File: src/rtl/expr_result_unpacker.sv
// Unpacks a 90-bit word of 18 fields (y0 in MSBs) into 8-bit extended beats, one per handshake.
// Optional checksum port set enabled by defining EXPR_UNPACK_CHK_EN.
module expr_result_unpacker (
  input  logic        clk,
  input  logic        reset,
  input  logic        in_valid,
  output logic        in_ready,
  input  logic [89:0] in_y,
  output logic        out_valid,
  input  logic        out_ready,
  output logic [7:0]  out_data,
  output logic [4:0]  out_idx,
  output logic        out_last
`ifdef EXPR_UNPACK_CHK_EN
  ,
  output logic        chk_valid,
  output logic [7:0]  chk_sum
`endif
);

  typedef enum logic {IDLE, SEND} state_t;

  state_t      state;
  logic [89:0] shadow;
  logic [7:0]  fields [18];
  logic [4:0]  next_idx;
  logic [7:0]  next_field;

  // Groups of three fields (4,5,6 bits) repeat every 15 bits; odd groups are signed.
  for (genvar k = 0; k < 18; k++) begin : g_field
    localparam int G   = k / 3;
    localparam int R   = k % 3;
    localparam int W   = 4 + R;
    localparam int OFF = (R == 0) ? 0 : ((R == 1) ? 4 : 9);
    localparam int MSB = 89 - 15 * G - OFF;
    if (G % 2 == 1) begin : g_signed
      assign fields[k] = {{(8 - W){shadow[MSB]}}, shadow[MSB -: W]};
    end else begin : g_unsigned
      assign fields[k] = {{(8 - W){1'b0}}, shadow[MSB -: W]};
    end
  end

  assign next_idx  = out_idx + 5'd1;
  assign in_ready  = (state == IDLE);
  assign out_valid = (state == SEND);

  always_comb begin
    next_field = 8'h00;
    for (int k = 0; k < 18; k++) begin
      if (next_idx == 5'(k)) next_field = fields[k];
    end
  end

  always_ff @(posedge clk) begin
    if (reset) begin
      state    <= IDLE;
      shadow   <= '0;
      out_data <= 8'h00;
      out_idx  <= 5'd0;
      out_last <= 1'b0;
`ifdef EXPR_UNPACK_CHK_EN
      chk_valid <= 1'b0;
      chk_sum   <= 8'h00;
`endif
    end else begin
`ifdef EXPR_UNPACK_CHK_EN
      chk_valid <= 1'b0;
`endif
      case (state)
        IDLE: begin
          if (in_valid) begin
            shadow   <= in_y;
            out_idx  <= 5'd0;
            out_last <= 1'b0;
            // Field 0 is unsigned, so it can be loaded straight from the input.
            out_data <= {4'b0000, in_y[89:86]};
            state    <= SEND;
`ifdef EXPR_UNPACK_CHK_EN
            chk_sum  <= 8'h00;
`endif
          end
        end
        SEND: begin
          if (out_ready) begin
`ifdef EXPR_UNPACK_CHK_EN
            chk_sum <= chk_sum + out_data;
`endif
            if (out_last) begin
              state <= IDLE;
`ifdef EXPR_UNPACK_CHK_EN
              chk_valid <= 1'b1;
`endif
            end else begin
              out_idx  <= next_idx;
              out_data <= next_field;
              out_last <= (next_idx == 5'd17);
            end
          end
        end
        default: state <= IDLE;
      endcase
    end
  end

endmodule

File: config.mk
export PLATFORM = sky130hd
export DESIGN_NAME = expr_result_unpacker
export DESIGN_NICKNAME = d
export VERILOG_FILES = /design/src/rtl/expr_result_unpacker.sv
export SDC_FILE = /design/constraint.sdc
export NUM_CORES = 1
export LEC_CHECK = 0
export CAP_MARGIN = 25
export CORE_MARGIN = 10
export CORE_UTILIZATION = 35
export CTS_CLUSTER_DIAMETER = 80
export CTS_CLUSTER_SIZE = 14
export DETAILED_ROUTE_END_ITERATION = 7
export GPL_ROUTABILITY_DRIVEN = 1
export PLACE_DENSITY = 0.67
export SLEW_MARGIN = 40
export SYNTH_ARGS = -nofsm -noshare
export SYNTH_HDL_FRONTEND = slang
export SYNTH_SLANG_ARGS = --single-unit
File: constraint.sdc
create_clock -name clk -period 6.15 [get_ports clk]
set_input_delay 1.23 -clock clk [delete_from_list [all_inputs] [get_ports clk]]
set_output_delay 1.23 -clock clk [all_outputs]
set_load 0.02 [all_outputs]
==> results.md <==
* Metal-1 WL at 8.58 mm
* Data required, critical path at ~6.4 ns
* Syn Inst Count at around 770
* Crit start category: flop
* Clk_skew at roughly 0.0085 ns
* Vias post-DR at 5677
* Post-DP HPWL at about 14 mm
* All-Layer GR Usage at about 17%
* Worst flop-to-flop path startpoint: out_idx[0]
* Post-CTS Setup Bufs at 0
* Area delta synth->final at 25.0%
* H-tree Lvls at 3
* Die footprint at approximately 22000 um2
* P per Cell Area at roughly 220 nW/um2
* Placer Congestion at about 0.97
* Largest net degree at the start of global routing at 77
* Hold Buf Count CTS at 0
* Row count at between 40 and 50
* Clock Pin Slew Worst Setup and Hold Paths at approximately 0.070 ns
* Ys async rst share at 0%
* Final hold violation count at 0
* Critical path class: reg -> reg
* Crit path DAT at between 3 and 4 ns
* Critical Path Sink Type: flop
* Effective utilization at floorplan at 35.7%
* Period minus WS final at about 3.6 ns
* Clk_lat worst skew at about 0.36 ns
* CTS sink cnt at between 100 and 150
* Worst Hold Launch: shadow[12]
* Leakage at roughly 2.4 nW
* Mapped cell area at 5650 um2
* Final Slew Violations at 0
* Share of cells above drive strength 1 at between 7 and 8%
* Least-Margin Pin Slew at 0.782 ns
* Final setup TNS at 0 ns
* Maximum vdd drop at about 0.00013 V
* Overall die width at ~150 um
* Max_cap viols at 0
* Core area at between 15000 and 20000 um2
* GRT overflow at 0
* YS warnings at 0
* Leading cell type in the layout, fill and taps excluded: nand2_1
* Seq/Total Area, Yosys at a little under two fifths
* DIE HEIGHT at roughly 150 um
* Detailed Route WL at roughly 19 mm
* FILL cells at around 1600
* CTS tree: done
* Post-synth EDFFs at 0
* Distinct cells, synth at 85
* First-pass GRT wire length at slightly above 30 mm
* Final critical-path share of the clock period at 58.5%
* # IOs at 110
* Worst Hold Class: reg -> reg
* Critical Path Source: out_idx[0]
* 1st-pass router iterations at 5
* Port-buffer cells at about 110
* Routed wire per std cell at 18.2 um
* Mapped Nets at between 800 and 900
* Inserted Diodes at 0
* Fin nets at about 930
* Commonest cells after routing, fill and taps aside: nand2_1, a21oi_1, clkdlybuf4s50_1, dfxtp_1, nor2_1
* Final core utilization at 44.6%
* Worst slew margin at 47.9%
* Drc violations at 0
* Crit-path max FO at 20
* WL met2 at 8.63 mm
* Met3 wire length at 1.60 mm
* Buffer depth of the longest clock path at 2
* Status: finished, final reports clean
* Top Metal Used: met4
* Routed Antenna Nets at 0
* Number of synthesized register bits at 104
* Mean Syn Cell Area at between 7 and 8 um2
* Vias in the first global route at between 5000 and 6000
* Main synth FF type: dfxtp_1
* Drt first-iter violations at approximately 720
* CTS Buf Count at 9
* CTS root buf: clkbuf_16
* RSZ-0062 raised after global routing: no
* Max Fclk at around 280 MHz
* Post-cts resize count at 0
* Final Setup Violations at 0
* Antenna violations before repair at 0
* Vias/cell at between 5 and 6
[metrics by stage]
| stage | hold slack (ns) | total power [mW] | instances | instance area (um2) | setup WS (ns) |
|---|---|---|---|---|---|
| floorplan | 0.431 | 0.875 | 766 | 5650 | 3.62 |
| global placement | 0.441 | 0.989 | 1038 | 6720 | 2.47 |
| detailed placement | 0.446 | 0.995 | 1040 | 6760 | 2.69 |
| CTS | 0.456 | 1.57 | 1056 | 7060 | 2.68 |
| global route | 0.479 | 1.62 | 1056 | 7060 | 2.37 |
| finish | 0.454 | 1.57 | 1056 | 7060 | 2.55 |
[area by class of cell]
type / instances / area [um2] / area share [%]
clock inverters: 6 / 67.6 / 0.957
inverters: 13 / 48.8 / 0.691
multi-input cells: 588 / 3170 / 44.9
flip-flops and latches: 104 / 2080 / 29.5
clock buffers: 10 / 229 / 3.24
repair buffers: 119 / 1190 / 16.9
well taps: 216 / 270 / 3.83
[logic make-up (layout without fill, tap and decap cells)]
group / after synthesis / count (layout) / share of synthesized area [%]
xor+xnor: 1 / 1 / 0.288
simple gates: 337 / 337 / 25.9
buf+inv: 74 / 148 / 7.22
flops: 104 / 104 / 36.9
fa+ha+maj: 5 / 5 / 1.11
compound gates: 243 / 243 / 28.3
mux: 2 / 2 / 0.354
[flip-flops by register name, summed over array words and instances (netlist names)]
register,cells
shadow,90
out_data,7
out_idx,5
out_last,1
out_valid,1
[where the power goes]
part / switching [mW] / total [mW] / internal (mW)
clock: 0.265 / 0.584 / 0.319
combinational: 0.125 / 0.237 / 0.112
sequential: 0.0314 / 0.744 / 0.713
total: 0.422 / 1.57 / 1.14
[synth_stat cells, types with 3 or more instances]
library cell    n  area share (%)
o2bb2ai_1       3            0.47
or3_1           4            0.44
o221ai_1        9             1.4
nand3b_1        7            0.93
a21o_1          3            0.40
nor2_1         38             2.5
clkbuf_1       41             2.7
o2111ai_1       3            0.47
nor4b_1         3            0.47
buf_6           5             1.0
nand2_1       234              16
nor3_1          3            0.27
inv_1          12            0.80
ha_1            5             1.1
a21oi_1       125              11
buf_4           4            0.53
a31oi_1         9             1.0
and3_1          5            0.55
clkbuf_8        7             1.7
o21a_1          4            0.53
o21ai_0        24             2.1
nand2b_1        3            0.33
nand3_1        12             1.1
a211oi_1        3            0.40
nor2b_1         3            0.33
dfxtp_1       104              37
o211ai_1       10             1.3
and2_1          4            0.44
o22ai_1         8            0.89
a32oi_1         3            0.47
[path summary, 6_finish.rpt]
kind              depth (start not counted)  slack, ns     endpoint
setup reg to reg                          8       2.55  out_data[4]
hold / removal                            2       0.45   shadow[12]
hold reg to reg                           2       0.45   shadow[12]
setup / recovery                          8       2.55  out_data[4]
[per-layer routing]
layer / up-vias / track usage (%)
li1: 2799 / -
met5: - / 0
met1: 2617 / 23.6
met3: 25 / 4.76
met2: 236 / 26.1
met4: 0 / 4.66
[worst max-delay path, stage by stage, from the launching register on]
cell and delay, ns:
dfxtp_1 0.62, ha_1 0.73, and3_1 0.44, xnor2_2 0.33, nand2_1 0.42, a21oi_1 0.37
o221ai_1 0.18, a311o_1 0.35, o211ai_1 0.09
Note: power is estimated with default switching activity, not from simulation.
==> RTL edit: new RTL, same settings <==
Add a define of `EXPR_UNPACK_CHK_EN`.
--- a/src/rtl/expr_result_unpacker.sv
+++ b/src/rtl/expr_result_unpacker.sv
@@ -1,4 +1,6 @@
 // Unpacks a 90-bit word of 18 fields (y0 in MSBs) into 8-bit extended beats, one per handshake.
 // Optional checksum port set enabled by defining EXPR_UNPACK_CHK_EN.
+`define EXPR_UNPACK_CHK_EN
+
 module expr_result_unpacker (
   input  logic        clk,
Function (old outputs only; new: chk_sum and chk_valid): kept (Yosys induction, for registers that start in step).
==> RTL edit against the unedited design <==
  * Wire length fell by 4.1%
  * Utilization rose by 2.2 points
  * Final area rose by 9.1%
  * Synthesized area rose by 3.3%
  * Maximum frequency rose by 5.6%
  * Total power rose by 31%
  * Setup slack improved by 0.19 ns
  * Cell count rose by 3.5%
  * Clock skew fell by 0.0018 ns
  * Sequential cell count rose by 9
  * Critical endpoint is now out_data[0]
  * Largest power group is now the clock network
==> RTL edit: results (changes against the unedited design) <==
Filler cells=1645 (-0.12%); Final Wtd Congestion=0.930 (-4.2%); cell area after placement=7080 sq um (+4.7%); via count of the first global-routing pass=5683 (+4.3%); worst relative slew slack=44.9% (-3.0 points); registers with the most flip-flops=shadow (90), chk_sum (8), out_data (7); Synth Net Count=885 (+2.3%); crit path kind=reg -> reg; port buffer count=118 (+8.3%); clock insertion delay at the later pin of the skew report=0.42 ns (+0.06 ns); HP Start=shadow[66]; root cell of the clock tree=clkbuf_16; total track usage=16.4% (-0.94 points); final worst clock skew=0.00672 ns (-0.00177 ns); total inserted antenna cells=0 (unchanged); Post-CTS Setup Repair Bufs=0 (unchanged); post-CTS clock slew at the launch and capture registers of the worst setup and hold paths=0.05 ns (-0.02 ns); vias per cell=5.39 (+0.29%); outcome=completed; leakage power of the design=2.82 nW (+15%); initial antenna violation count=0 (unchanged); worst hold path class=reg -> reg; total length of routed wires=18400 microns (-4.1%); post-cts sizing count=0 (unchanged); sum of net half-perimeters after detailed placement=13500 microns (-4.0%); Area contributors post-synth=dfxtp_1, nand2_1, a21oi_1, clkbuf_1, ha_1; IR Drop Worst-Case VDD=0.188 mV (+43%); Data arrival, critical path=3.71 ns (-0.18 ns); Synth Flop Type=dfxtp_1; number of levels in the clock H-tree=4 (+1); async set-reset flop share out of synthesis=0% (unchanged); count of warnings emitted by yosys=0 (unchanged); maximum fanout along the worst path=27 (+35%); launch point of the worst reg-to-reg path=out_idx[0]; detailed-router iteration count before antenna repair=5 (unchanged); leading cell types by count after synthesis=nand2_1, a21oi_1, dfxtp_1; number of buffers between clock root and the deepest sink=2 (unchanged); Layout Nets=968 (+3.6%); largest net degree at the start of global routing=64 (-17%); fraction of layout cells with a size suffix above 1=6.07% (-1.2 points); post-synth top area share=38.8% (+1.9 points); number of buffers created by CTS=17 (+8); first-iteration detailed-routing DRC count=486 (-33%); first-pass GRT wire length=29400 microns (-3.1%); sequential share of the synthesized area=38.8% (+1.9 points); count of unique library cells instantiated by Yosys=72 (-15%)
RTL edit: changes by cell type in the layout (fill, tap and decap cells not counted), moves of 7 or more:
cell             change
a22oi_1             +10
clkbuf_16            +8
clkdlybuf4s50_1      +9
dfxtp_1              +9
nand2_1             -21
nand3_1              +9
nor3_1              +13
o211ai_1             -7
RTL edit: critical path: stages (launching register included):
cell	delay, ns
dfxtp_1	0.44
ha_1	0.45
and3_4	0.29
xnor2_4	0.58
nand2_2	0.33
o311ai_0	0.61
a31oi_1	0.26
o31a_1	0.32
RTL edit: layout make-up:
class,count,area (sq um),share of cell area (%)
Clock buffer,27,523,6.79
Clock inverter,4,95.1,1.24
Inverter,11,41.3,0.536
Multi-Input combinational cell,597,3300,42.9
Sequential cell,113,2260,29.4
Tap cell,220,275,3.58
Timing Repair Buffer,121,1200,15.6
RTL edit: cells by family (layout without fill, tap and decap cells):
logic type               count (synthesis)  in the layout  share of synthesized area, %
AND/OR/NAND/NOR                        330            330                          24.2
AO/OA/AOI/OAI                          243            243                          26.7
flip-flops                             113            113                          38.8
buffers and inverters                   68            163                          4.96
adder cells (fa/ha/maj)                 13             13                          2.92
XOR/XNOR                                 8              8                          1.84
multiplexers                             3              3                         0.536
RTL edit: path summary, 6_finish.rpt:
path,endpoint,slack (ns),cells past startpoint
setup / recovery,out_data[0],2.74,7
hold reg to reg,shadow[66],0.45,2
hold / removal,shadow[66],0.45,2
setup reg to reg,out_data[0],2.74,7
RTL edit: power by group:
part | internal [mW] | switching, mW
clock | 0.698 | 0.323
sequential | 0.774 | 0.0314
combinational | 0.108 | 0.123
total | 1.58 | 0.477
RTL edit: stage by stage:
step                      hold slack (ns)  util, %  setup WS [ns]  total power, mW  instances
after floorplan                     0.432        -           3.81            0.935        778
after global placement              0.443     42.9           2.67             1.05       1062
after detailed placement            0.450     43.0           2.59             1.05       1062
after CTS                           0.457     46.7           2.83             2.07       1093
after global routing                0.474     46.8           2.58             2.14       1093
final                               0.453     46.8           2.74             2.06       1093
RTL edit: per-layer routing:
metal / vias to the layer above / global-route usage, % / routed length, microns
li1: 2900 / - / -
met1: 2728 / 20.9 / 8120
met2: 233 / 25.0 / 8320
met3: 32 / 5.83 / 1630
met4: 0 / 5.54 / 364
met5: - / 0 / 0
